File: config.mk
export PLATFORM = sky130hd
export DESIGN_NAME = tl_ram_adapter_flat
export DESIGN_NICKNAME = d
export VERILOG_FILES = /design/src/rtl/tl_ram_adapter_if.sv /design/src/rtl/tl_ram_adapter.sv /design/src/flat_wrapper.sv
export SDC_FILE = /design/constraint.sdc
export NUM_CORES = 1
export LEC_CHECK = 0
export CORE_AREA = 2 2 147 149
export CTS_CLUSTER_DIAMETER = 50
export DETAILED_ROUTE_END_ITERATION = 10
export DIE_AREA = 0 0 149 151
export PLACE_DENSITY_LB_ADDON = 0.08
export REMOVE_ABC_BUFFERS = 1
export SLEW_MARGIN = 20
export SYNTH_ARGS = -nofsm -noshare
export SYNTH_HDL_FRONTEND = slang
export SYNTH_SLANG_ARGS = --single-unit
File: constraint.sdc
create_clock -name clk_i -period 9.83 [get_ports clk_i]
set_clock_uncertainty 0.05 [all_clocks]
set_input_delay 1.4745 -clock clk_i [delete_from_list [all_inputs] [get_ports clk_i]]
set_output_delay 1.4745 -clock clk_i [all_outputs]
set_load 0.02 [all_outputs]
File: src/rtl/tl_ram_adapter_if.sv
// tl_channel: TileLink link bundle carrying A/D plus tied-off B/C/E.
// The device modport is what a slave endpoint such as tl_ram_adapter sees.
interface tl_channel #(
  parameter int SourceWidth = 1,
  parameter int SinkWidth   = 1,
  parameter int AddrWidth   = 56,
  parameter int DataWidth   = 64,
  parameter int SizeWidth   = 3
) ();
  logic                     a_valid;
  logic                     a_ready;
  logic [2:0]               a_opcode;
  logic [2:0]               a_param;
  logic [SizeWidth-1:0]     a_size;
  logic [SourceWidth-1:0]   a_source;
  logic [AddrWidth-1:0]     a_address;
  logic [DataWidth/8-1:0]   a_mask;
  logic [DataWidth-1:0]     a_data;
  logic                     a_corrupt;

  logic                     d_valid;
  logic                     d_ready;
  logic [2:0]               d_opcode;
  logic [1:0]               d_param;
  logic [SizeWidth-1:0]     d_size;
  logic [SourceWidth-1:0]   d_source;
  logic [SinkWidth-1:0]     d_sink;
  logic                     d_denied;
  logic [DataWidth-1:0]     d_data;
  logic                     d_corrupt;

  logic                     b_valid;
  logic                     b_ready;
  logic                     c_valid;
  logic                     c_ready;
  logic                     e_valid;
  logic                     e_ready;

  modport device (
    input  a_valid, a_opcode, a_param, a_size, a_source,
    input  a_address, a_mask, a_data, a_corrupt,
    output a_ready,
    output d_valid, d_opcode, d_param, d_size, d_source,
    output d_sink, d_denied, d_data, d_corrupt,
    input  d_ready,
    output b_valid, c_ready, e_ready,
    input  b_ready, c_valid, e_valid
  );

  modport host (
    output a_valid, a_opcode, a_param, a_size, a_source,
    output a_address, a_mask, a_data, a_corrupt,
    input  a_ready,
    input  d_valid, d_opcode, d_param, d_size, d_source,
    input  d_sink, d_denied, d_data, d_corrupt,
    output d_ready,
    input  b_valid, c_ready, e_ready,
    output b_ready, c_valid, e_valid
  );
endinterface

File: src/rtl/tl_ram_adapter.sv
// tl_ram_adapter: TileLink device endpoint driving a 1-cycle single-port SRAM.
// Define TL_RAM_ADAPTER_RANGE_CHECK_EN to deny accesses beyond the SRAM range.
module tl_ram_adapter #(
  parameter int SourceWidth = 1,
  parameter int SinkWidth   = 1,
  parameter int AddrWidth   = 56,
  parameter int DataWidth   = 64,
  parameter int SizeWidth   = 3,
  parameter int MaxSize     = 6,
  parameter int RamDepth    = 1024,
  localparam int IdxW = $clog2(RamDepth),
  localparam int NB   = $clog2(DataWidth/8),
  localparam int MW   = DataWidth/8
) (
  input  logic                 clk_i,
  input  logic                 rst_i,
  tl_channel.device            host,
  output logic                 sram_req_o,
  output logic                 sram_we_o,
  output logic [IdxW-1:0]      sram_addr_o,
  output logic [MW-1:0]        sram_wmask_o,
  output logic [DataWidth-1:0] sram_wdata_o,
  input  logic [DataWidth-1:0] sram_rdata_i
);

  localparam int BW = MaxSize - NB + 1;

  localparam logic [2:0] OpPutFull = 3'd0;
  localparam logic [2:0] OpPutPart = 3'd1;
  localparam logic [2:0] OpArith   = 3'd2;
  localparam logic [2:0] OpLogic   = 3'd3;
  localparam logic [2:0] OpGet     = 3'd4;
  localparam logic [2:0] OpIntent  = 3'd5;

  localparam logic [2:0] DAck     = 3'd0;
  localparam logic [2:0] DAckData = 3'd1;
  localparam logic [2:0] DHintAck = 3'd2;

  typedef enum logic [2:0] {
    IDLE, WRITE, READ, ACK, DENY_DRAIN, DENY_DATA
  } state_e;

  function automatic logic [BW-1:0] len_of(
    input logic [SizeWidth-1:0] sz
  );
    int unsigned s;
    s = 32'(sz);
    if (s <= NB) return '0;
    return BW'((32'd1 << (s - NB)) - 32'd1);
  endfunction

  state_e                 state_q;
  logic [BW-1:0]          beat_q;
  logic [BW-1:0]          dcnt_q;
  logic [BW-1:0]          len_q;
  logic [SizeWidth-1:0]   size_q;
  logic [SourceWidth-1:0] src_q;
  logic [IdxW-1:0]        idx_q;
  logic [2:0]             dop_q;
  logic                   denied_q;
  logic                   put_deny_q;

  logic [DataWidth-1:0]   fifo_q [2];
  logic                   wp_q;
  logic                   rp_q;
  logic [1:0]             cnt_q;
  logic                   infl_q;

  logic                   a_ready;
  logic                   a_fire;
  logic                   d_fire;
  logic                   a_oob;
  logic [BW-1:0]          a_len;
  logic [IdxW-1:0]        a_idx;
  logic                   is_put;
  logic                   is_get;
  logic                   is_hint;
  logic                   is_atom;
  logic                   wr_fire;
  logic                   pop;
  logic                   rd_issue;
  logic [2:0]             occ;

  logic                   d_valid;
  logic [2:0]             d_opcode;
  logic                   d_denied;
  logic                   d_corrupt;
  logic [DataWidth-1:0]   d_data;

  assign a_ready = !rst_i &&
                   (state_q == IDLE || state_q == WRITE ||
                    state_q == DENY_DRAIN);
  assign a_fire  = host.a_valid && a_ready;
  assign d_fire  = d_valid && host.d_ready;
  assign a_len   = len_of(host.a_size);
  assign a_idx   = host.a_address[IdxW+NB-1:NB];

`ifdef TL_RAM_ADAPTER_RANGE_CHECK_EN
  assign a_oob = |(host.a_address >> (IdxW + NB));
`else
  assign a_oob = 1'b0;
`endif

  assign is_put  = host.a_opcode == OpPutFull ||
                   host.a_opcode == OpPutPart;
  assign is_get  = host.a_opcode == OpGet;
  assign is_hint = host.a_opcode == OpIntent;
  assign is_atom = host.a_opcode == OpArith ||
                   host.a_opcode == OpLogic;

  assign wr_fire = a_fire &&
                   ((state_q == IDLE && is_put && !a_oob) ||
                    state_q == WRITE);

  // A pop in the same cycle frees a slot, keeping 1 beat/cycle.
  assign occ      = 3'(cnt_q) + 3'(infl_q);
  assign pop      = state_q == READ && d_fire;
  assign rd_issue = !rst_i && state_q == READ &&
                    beat_q <= len_q && cnt_q != 2'd2 &&
                    (occ < 3'd2 || pop);

  assign sram_req_o   = wr_fire || rd_issue;
  assign sram_we_o    = wr_fire;
  assign sram_addr_o  = (state_q == IDLE) ? a_idx :
                        idx_q + IdxW'(beat_q);
  assign sram_wmask_o = host.a_mask;
  assign sram_wdata_o = host.a_data;

  always_comb begin
    d_valid   = 1'b0;
    d_opcode  = DAckData;
    d_denied  = 1'b0;
    d_corrupt = 1'b0;
    d_data    = '0;
    unique case (state_q)
      ACK: begin
        d_valid  = 1'b1;
        d_opcode = dop_q;
        d_denied = denied_q;
      end
      READ: begin
        d_valid = cnt_q != 2'd0;
        d_data  = fifo_q[rp_q];
      end
      DENY_DATA: begin
        d_valid   = 1'b1;
        d_denied  = 1'b1;
        d_corrupt = 1'b1;
      end
      default: ;
    endcase
    if (rst_i) d_valid = 1'b0;
  end

  assign host.a_ready   = a_ready;
  assign host.d_valid   = d_valid;
  assign host.d_opcode  = d_opcode;
  assign host.d_param   = 2'd0;
  assign host.d_size    = size_q;
  assign host.d_source  = src_q;
  assign host.d_sink    = SinkWidth'(0);
  assign host.d_denied  = d_denied;
  assign host.d_data    = d_data;
  assign host.d_corrupt = d_corrupt;
  assign host.b_valid   = 1'b0;
  assign host.c_ready   = 1'b1;
  assign host.e_ready   = 1'b1;

  always_ff @(posedge clk_i) begin
    if (infl_q) fifo_q[wp_q] <= sram_rdata_i;
  end

  always_ff @(posedge clk_i) begin
    if (rst_i) begin
      state_q    <= IDLE;
      beat_q     <= '0;
      dcnt_q     <= '0;
      len_q      <= '0;
      size_q     <= '0;
      src_q      <= '0;
      idx_q      <= '0;
      dop_q      <= DAck;
      denied_q   <= 1'b0;
      put_deny_q <= 1'b0;
      wp_q       <= 1'b0;
      rp_q       <= 1'b0;
      cnt_q      <= 2'd0;
      infl_q     <= 1'b0;
    end else begin
      infl_q <= rd_issue;
      if (infl_q) wp_q <= ~wp_q;
      if (pop) rp_q <= ~rp_q;
      cnt_q <= cnt_q + 2'(infl_q) - 2'(pop);
      if (rd_issue) beat_q <= beat_q + BW'(1);

      unique case (state_q)
        IDLE: if (a_fire) begin
          len_q      <= a_len;
          size_q     <= host.a_size;
          src_q      <= host.a_source;
          idx_q      <= a_idx;
          beat_q     <= '0;
          dcnt_q     <= '0;
          dop_q      <= DAck;
          denied_q   <= 1'b0;
          put_deny_q <= 1'b0;
          unique case (1'b1)
            is_put && !a_oob: begin
              beat_q  <= BW'(1);
              state_q <= (a_len == '0) ? ACK : WRITE;
            end
            is_put && a_oob: begin
              beat_q     <= BW'(1);
              denied_q   <= 1'b1;
              put_deny_q <= 1'b1;
              state_q    <= (a_len == '0) ? ACK : DENY_DRAIN;
            end
            is_get && !a_oob: state_q <= READ;
            is_get && a_oob:  state_q <= DENY_DATA;
            is_hint: begin
              dop_q   <= DHintAck;
              state_q <= ACK;
            end
            is_atom: begin
              beat_q  <= BW'(1);
              state_q <= (a_len == '0) ? DENY_DATA : DENY_DRAIN;
            end
            default: begin
              denied_q <= 1'b1;
              state_q  <= ACK;
            end
          endcase
        end
        WRITE, DENY_DRAIN: if (a_fire) begin
          if (beat_q == len_q) begin
            beat_q <= '0;
            if (state_q == WRITE || put_deny_q) state_q <= ACK;
            else state_q <= DENY_DATA;
          end else begin
            beat_q <= beat_q + BW'(1);
          end
        end
        ACK: if (d_fire) state_q <= IDLE;
        READ, DENY_DATA: if (d_fire) begin
          if (dcnt_q == len_q) begin
            state_q <= IDLE;
            beat_q  <= '0;
            dcnt_q  <= '0;
          end else begin
            dcnt_q <= dcnt_q + BW'(1);
          end
        end
        default: state_q <= IDLE;
      endcase
    end
  end

  logic [AddrWidth-1:0] unused_addr;
  logic                 unused_ok;
  assign unused_addr = host.a_address;
  assign unused_ok   = ^{host.a_param, host.a_corrupt, host.b_ready,
                         host.c_valid, host.e_valid, unused_addr};

endmodule

File: src/flat_wrapper.sv
// flat-port wrapper written by rule: the top's interface ports become plain ports
module tl_ram_adapter_flat 
#(
  parameter int SourceWidth = 1,
  parameter int SinkWidth   = 1,
  parameter int AddrWidth   = 56,
  parameter int DataWidth   = 64,
  parameter int SizeWidth   = 3,
  parameter int MaxSize     = 6,
  parameter int RamDepth    = 1024,
  localparam int IdxW = $clog2(RamDepth),
  localparam int NB   = $clog2(DataWidth/8),
  localparam int MW   = DataWidth/8
)
  (clk_i, rst_i, sram_req_o, sram_we_o, sram_addr_o, sram_wmask_o, sram_wdata_o, sram_rdata_i, host_a_valid, host_a_opcode, host_a_param, host_a_size, host_a_source, host_a_address, host_a_mask, host_a_data, host_a_corrupt, host_a_ready, host_d_valid, host_d_opcode, host_d_param, host_d_size, host_d_source, host_d_sink, host_d_denied, host_d_data, host_d_corrupt, host_d_ready, host_b_valid, host_c_ready, host_e_ready, host_b_ready, host_c_valid, host_e_valid);
  tl_channel #(.SourceWidth(SourceWidth), .SinkWidth(SinkWidth), .AddrWidth(AddrWidth), .DataWidth(DataWidth), .SizeWidth(SizeWidth)) host_i ();
  input  logic clk_i;
  input  logic rst_i;
  output logic sram_req_o;
  output logic sram_we_o;
  output logic [IdxW-1:0] sram_addr_o;
  output logic [MW-1:0] sram_wmask_o;
  output logic [DataWidth-1:0] sram_wdata_o;
  input  logic [DataWidth-1:0] sram_rdata_i;
  input wire logic [$bits(host_i.a_valid)-1:0] host_a_valid;
  input wire logic [$bits(host_i.a_opcode)-1:0] host_a_opcode;
  input wire logic [$bits(host_i.a_param)-1:0] host_a_param;
  input wire logic [$bits(host_i.a_size)-1:0] host_a_size;
  input wire logic [$bits(host_i.a_source)-1:0] host_a_source;
  input wire logic [$bits(host_i.a_address)-1:0] host_a_address;
  input wire logic [$bits(host_i.a_mask)-1:0] host_a_mask;
  input wire logic [$bits(host_i.a_data)-1:0] host_a_data;
  input wire logic [$bits(host_i.a_corrupt)-1:0] host_a_corrupt;
  output wire logic [$bits(host_i.a_ready)-1:0] host_a_ready;
  output wire logic [$bits(host_i.d_valid)-1:0] host_d_valid;
  output wire logic [$bits(host_i.d_opcode)-1:0] host_d_opcode;
  output wire logic [$bits(host_i.d_param)-1:0] host_d_param;
  output wire logic [$bits(host_i.d_size)-1:0] host_d_size;
  output wire logic [$bits(host_i.d_source)-1:0] host_d_source;
  output wire logic [$bits(host_i.d_sink)-1:0] host_d_sink;
  output wire logic [$bits(host_i.d_denied)-1:0] host_d_denied;
  output wire logic [$bits(host_i.d_data)-1:0] host_d_data;
  output wire logic [$bits(host_i.d_corrupt)-1:0] host_d_corrupt;
  input wire logic [$bits(host_i.d_ready)-1:0] host_d_ready;
  output wire logic [$bits(host_i.b_valid)-1:0] host_b_valid;
  output wire logic [$bits(host_i.c_ready)-1:0] host_c_ready;
  output wire logic [$bits(host_i.e_ready)-1:0] host_e_ready;
  input wire logic [$bits(host_i.b_ready)-1:0] host_b_ready;
  input wire logic [$bits(host_i.c_valid)-1:0] host_c_valid;
  input wire logic [$bits(host_i.e_valid)-1:0] host_e_valid;
  assign host_i.a_valid = host_a_valid;
  assign host_i.a_opcode = host_a_opcode;
  assign host_i.a_param = host_a_param;
  assign host_i.a_size = host_a_size;
  assign host_i.a_source = host_a_source;
  assign host_i.a_address = host_a_address;
  assign host_i.a_mask = host_a_mask;
  assign host_i.a_data = host_a_data;
  assign host_i.a_corrupt = host_a_corrupt;
  assign host_a_ready = host_i.a_ready;
  assign host_d_valid = host_i.d_valid;
  assign host_d_opcode = host_i.d_opcode;
  assign host_d_param = host_i.d_param;
  assign host_d_size = host_i.d_size;
  assign host_d_source = host_i.d_source;
  assign host_d_sink = host_i.d_sink;
  assign host_d_denied = host_i.d_denied;
  assign host_d_data = host_i.d_data;
  assign host_d_corrupt = host_i.d_corrupt;
  assign host_i.d_ready = host_d_ready;
  assign host_b_valid = host_i.b_valid;
  assign host_c_ready = host_i.c_ready;
  assign host_e_ready = host_i.e_ready;
  assign host_i.b_ready = host_b_ready;
  assign host_i.c_valid = host_c_valid;
  assign host_i.e_valid = host_e_valid;
  tl_ram_adapter #(.SourceWidth(SourceWidth), .SinkWidth(SinkWidth), .AddrWidth(AddrWidth), .DataWidth(DataWidth), .SizeWidth(SizeWidth), .MaxSize(MaxSize), .RamDepth(RamDepth)) u_core (.clk_i(clk_i), .rst_i(rst_i), .host(host_i), .sram_req_o(sram_req_o), .sram_we_o(sram_we_o), .sram_addr_o(sram_addr_o), .sram_wmask_o(sram_wmask_o), .sram_wdata_o(sram_wdata_o), .sram_rdata_i(sram_rdata_i));
endmodule
Yosys cells after proc, flatten, opt, wreduce, memory -nomap -nowiden:

Memory sizes are Yosys's and may differ from the RTL's. A register that Yosys moved wholly into a read port is not among the register bits.
Index checks and enable logic that the tools add are counted.

* eq/ne operators: 19
* bitwise operators: 2
* muxes and demuxes: 39
* shift operators: 1
* $add $sub $neg: 8
* $lt $le $gt $ge: 3
* reduce and logical (&&, ||, !) cells: 31

Operator list (number)
* 64-bit 2-to-1 mux: 1
* 4-bit 2-to-1 mux: 11
* 1-bit by 32-bit left shift with 4-bit output, first input constant: 1
* 3-bit 2-to-1 mux: 8
* 3-bit by 2-bit == test with 1-bit output, second input constant: 4
* 3-bit == test, second input constant: 4
* 2-bit by 1-bit != test with 1-bit output, second input constant: 6
* 3-bit case mux with 4 select lines: 1
* 4-bit case mux with 3 select lines: 1
* 10-bit by 4-bit adder with 10-bit output: 1
* 1-bit logical AND: 10
* 1-bit 2-to-1 mux: 10
* 10-bit 2-to-1 mux: 1
* 3-bit case mux with 3 select lines: 1
* 4-bit by 1-bit adder with 4-bit output, second input constant: 2
* 4-bit == test: 2
* 4-bit case mux with 2 select lines: 1
* 2-bit OR reduction: 4
* 1-bit logical OR: 7
* 3-bit by 1-bit == test with 1-bit output, second input constant: 2
* 3-bit logical NOT: 2
* 6-bit AND reduction: 1
* 4-bit less-or-equal comparator: 1
* 4-bit logical NOT: 1
* other kinds (16): 20

* RAM bits: 128
* output and inout port bits: 165
* memories kept: 1
* flip-flop bits (word level): 38
* logic and storage cells: 117

Memory list
* u_core.fifo_q: depth 2, bits a word 64, rd ports 1, clocked after Yosys merged registers in 1, wr ports 1, line tl_ram_adapter.sv:63 `logic [DataWidth-1:0] fifo_q [2];`

Depth between registers and ports, before layout:

* depth in word-level cells: 12
* gate-level depth with buffers: 9
* mapped depth without buffers: 9

Least setup slack after synthesis:

Ideal clock, no wire load.

* path kind: input to output
* from: input port rst_i
* to: output port sram_req_o
* arrival: 2.762 ns
* path slack: 5.543 ns
* cell stages on the path: 5
* path buffers: 1
* cells stage by stage: buf_2 > nor2b_1 > nand2b_1 > nor3_1 > or2_2

* elaborated cells on any way between the ends: 13
* those cells by class: mux: 1; reduce/logical: 12

RTL lines
* start, declared: line flat_wrapper.sv:18 `input logic rst_i;`
* 1-bit logical NOT: line tl_ram_adapter.sv:90 `assign a_ready = !rst_i &&`
* 1-bit logical AND: line tl_ram_adapter.sv:90
* 1-bit logical AND: line tl_ram_adapter.sv:93 `assign a_fire = host.a_valid && a_ready;`
* 1-bit logical AND: line tl_ram_adapter.sv:111 `assign wr_fire = a_fire &&`
* via sram_we_o: line flat_wrapper.sv:20 `output logic sram_we_o;`
* 1-bit logical OR: line tl_ram_adapter.sv:122 `assign sram_req_o = wr_fire || rd_issue;`
* end, declared: line flat_wrapper.sv:19 `output logic sram_req_o;`

The timed path passes the listed nets, and every way through them passes these cells.

Worst setup path in the final report:

* from: input port rst_i
* to: output port sram_req_o

* cells in the longest elaborated chain, start to end: 6
* elaborated cells on any way between the ends: 13
* those cells by class: mux: 1; reduce/logical: 12

RTL lines
* 1-bit 2-to-1 mux or 1-bit logical NOT (tied branches): line tl_ram_adapter.sv:152, tl_ram_adapter.sv:90, tl_ram_adapter.sv:118
* 1-bit logical AND (on tied branches): line tl_ram_adapter.sv:94, tl_ram_adapter.sv:118
* 1-bit logical AND (on tied branches): line tl_ram_adapter.sv:117, tl_ram_adapter.sv:118
* 1-bit logical OR or 1-bit logical AND (tied branches): line tl_ram_adapter.sv:120, tl_ram_adapter.sv:119
* 1-bit logical AND: line tl_ram_adapter.sv:119 `beat_q <= len_q && cnt_q != 2'd2 &&`
* 1-bit logical OR (*): line tl_ram_adapter.sv:122

Mark *: on every way between the ends. The rest lies on a longest branch, timed or not.

==> flow_metrics.tcl <==
set metrics [dict create \
    clkPwrFrac_pct 38.0 \
    yosysSeqAreaShare_pct 58.8 \
    cp_slowest_stage_delay_ps 540 \
    cp_max_fo 44 \
    cts_resized 0 \
    first_global_vias 5033 \
    hold_buffers 0 \
    fin_nets 986 \
    synth_area_per_cell_um2 11.6 \
    antenna_found_initial 1 \
    chipWidth_um 149 \
    cts.sinks 165 \
    die_area_um2 22500 \
    synth.yosys.warnings 0 \
    p_comb_share_pct 15.1 \
    syn_area_um2 7790 \
    status "complete, no violations" \
    final_area_um2 9760 \
    p_sw_mw 0.457 \
    detail_route.wl_per_cell_um 27.7 \
    setup_violations 0 \
    cp-end-kind "output pin" \
    core_um2 20800 \
    initial_core_util_pct 37.4 \
    drive_above_1_share_pct 6.21 \
    min_period_ps 5180 \
    slew_viol_final 0 \
    tightest_slew_ps 983 \
    dp_cells 1016 \
    h-tree-depth 4 \
    p_seq_share_pct 46.9 \
    hp-class "reg -> reg" \
    grt_overflow 0 \
    swShare_pct 27.2 \
    vias 5174 \
    numCtsBuffers 17 \
    peakVddDrop_v 0.000114 \
    synth_cells 670 \
    diodes 0 \
    final_util_pct 46.9 \
    initialDrtViolationCount 223 \
    path_cells "clkdlybuf4s50_1 > buf_4 > nor2b_1 > nand2b_1 > nor3_1 > or2_2 > clkdlybuf4s50_1" \
    final_cells 1048 \
    cts_setup_buffers 0 \
    grt_max_degree 68 \
    tns_ps 0 \
    viasPerCell 4.94 \
    max_freq_mhz 193 \
    power_leakage_nw 3.26 \
    routed_wl_mm 29.1 \
    io_pins 375 \
    cell_internal_pwr_mw 1.22 \
    rows 53 \
    critPathKind "in -> out" \
    critPathMostFrequentCell "clkdlybuf4s50_1" \
    detailed_place.area_um2 9190 \
    clockBufferDepth 2 \
    port_buffers 170 \
    ys.flop_type "edfxtp_1" \
    power_density_nw_per_um2 172 \
    clk_pin_slew_ps 70 \
    slew-limit-headroom_pct 34.5 \
    worstSetupStartpointType "primary input" \
    cts_tree "done" \
    drc 0 \
    rsz0062_at_grt "false" \
    synthArstFlopShare_pct 0 \
    final_antenna_net_count 0 \
    area.growth.synth_to_final_pct 25.2 \
    slowest_stage "clkdlybuf4s50_1" \
    worstSkewPairLatency_ps 420 \
    hold_ws_ps 412 \
    first_pass_iters 6 \
    min_period_over_period_pct 52.7 \
    clockRootBuffer "clkbuf_16" \
    worstPathRequired_ps 8310 \
    die_h_um 151 \
    yosys_register_bits 165 \
    yosysUniqueCellTypes 55 \
    synth_edf_count 128 \
    gp_congestion 0.859 \
    arrival_ps 3660 \
    grt_pass1_wl_mm 38.6 \
    post-dp-hpwl_mm 22.8 \
    hold_violations 0 \
    max_cap_violations 0 \
    track_usage_pct 25.6 \
]
-- state kept, by name, summed over array words and instances, names as in the netlist, named ones only --
register and count:
u_core.fifo_q 128, u_core.idx_q 10, u_core.beat_q 4, u_core.dcnt_q 4, u_core.len_q 4, u_core.host.d_size 3
u_core.state_q 3, u_core.cnt_q 2, u_core.denied_q 1, u_core.dop_q 1, u_core.host.d_source 1, u_core.infl_q 1
u_core.rp_q 1, u_core.wp_q 1
-- power by group through the flow --
stage	Sequential [mW]	Combinational [mW]	Clock [mW]
6_report	0.787	0.253	0.637
5_1_grt	0.790	0.275	0.682
4_1_cts	0.787	0.256	0.652
3_5_place_dp	0.803	0.254	0
3_3_place_gp	0.802	0.251	0
2_1_floorplan	0.801	0.125	0
-- placed cells by master, fill, tap and decap left out, types with 5 or more instances in the layout --
cell | synthesis | layout
nand2_1 | 53 | 53
edfxtp_1 | 128 | 128
xor2_1 | 13 | 13
a211oi_1 | 6 | 6
o21ai_0 | 16 | 16
buf_4 | 79 | 5
ha_1 | 15 | 15
conb_1 | 2 | 7
a21oi_1 | 36 | 36
inv_1 | 15 | 15
xnor2_1 | 7 | 7
nor2_1 | 95 | 95
nor2b_1 | 8 | 7
clkdlybuf4s50_1 | 0 | 170
mux2i_1 | 64 | 64
clkbuf_16 | 0 | 17
dfxtp_1 | 37 | 36
nor3_1 | 9 | 8
-- synth_stat cells (all sizes together), types with 2 or more instances --
master / n / share of area [%]
nand3: 3 / 0.19
mux2i: 64 / 8.2
nor3b: 2 / 0.19
nor3: 11 / 0.92
inv: 15 / 0.72
nand2b: 4 / 0.32
a21o: 3 / 0.29
dfxtp: 37 / 9.5
a22oi: 2 / 0.19
nor2: 95 / 4.6
ha: 15 / 2.4
nand4: 2 / 0.16
o21a: 3 / 0.29
nor2b: 8 / 0.64
xnor2: 7 / 0.79
nand2: 53 / 2.6
and3: 4 / 0.32
buf: 87 / 8.2
nand3b: 2 / 0.19
a21oi: 36 / 2.3
nor4: 3 / 0.43
o21ai: 17 / 1.1
or3: 2 / 0.16
a21boi: 2 / 0.19
a211oi: 6 / 0.58
clkbuf: 22 / 1.1
a31oi: 4 / 0.32
edfxtp: 128 / 49
o311ai: 2 / 0.22
conb: 2 / 0.096
xor2: 13 / 1.5
-- worst paths after layout --
check                                      start                             to  slack (ps)  cells after the start
hold / removal      u_core.idx_q[3]$_SDFFE_PP0P_   u_core.idx_q[3]$_SDFFE_PP0P_         410                      2
hold reg to reg     u_core.idx_q[3]$_SDFFE_PP0P_   u_core.idx_q[3]$_SDFFE_PP0P_         410                      2
setup reg to reg  u_core.state_q[0]$_SDFFE_PP0P_  u_core.dcnt_q[2]$_SDFFE_PP0P_        6810                      6
setup / recovery                           rst_i                     sram_req_o        4650                      7
-- kinds of logic after synthesis --
group | Yosys count | share of synthesized area (%)
adder cells (fa/ha/maj) | 16 | 2.67
AO/OA/AOI/OAI | 81 | 6.15
AND/OR/NAND/NOR | 198 | 11.8
XOR/XNOR | 20 | 2.25
other | 2 | 0.0964
multiplexers | 64 | 8.22
flip-flops | 165 | 58.8
buffers and inverters | 124 | 9.96
-- metrics by stage --
stage / setup slack [ps] / total power, mW
6_report: 4650 / 1.68
5_1_grt: 4520 / 1.75
4_1_cts: 4630 / 1.70
3_5_place_dp: 4640 / 1.06
3_3_place_gp: 4650 / 1.05
2_1_floorplan: 5450 / 0.926
-- routing by layer --
| metal | global-route usage, % | wire length, µm | vias up |
|---|---|---|---|
| met5 | 6.82 | 175 | - |
| met4 | 7.67 | 705 | 8 |
| met3 | 23.8 | 5750 | 31 |
| met2 | 43.4 | 14200 | 316 |
| met1 | 20.5 | 8240 | 2365 |
| li1 | - | - | 2454 |
-- area by class of cell --
cell class,count,area (µm²)
fillers,1923,11100
repair buffers,175,1740
flip-flops and latches,165,4590
clock buffers,17,425
well taps,275,344
inverters,15,56.3
clock inverters,15,141
multi-input cells,386,2460
-- critical path: cells and delay by family --
kind                   cells  cell delay (ps)
AND/OR/NAND/NOR            4              760
buffers and inverters      3             1420
Note: power is estimated with default switching activity, not from simulation.
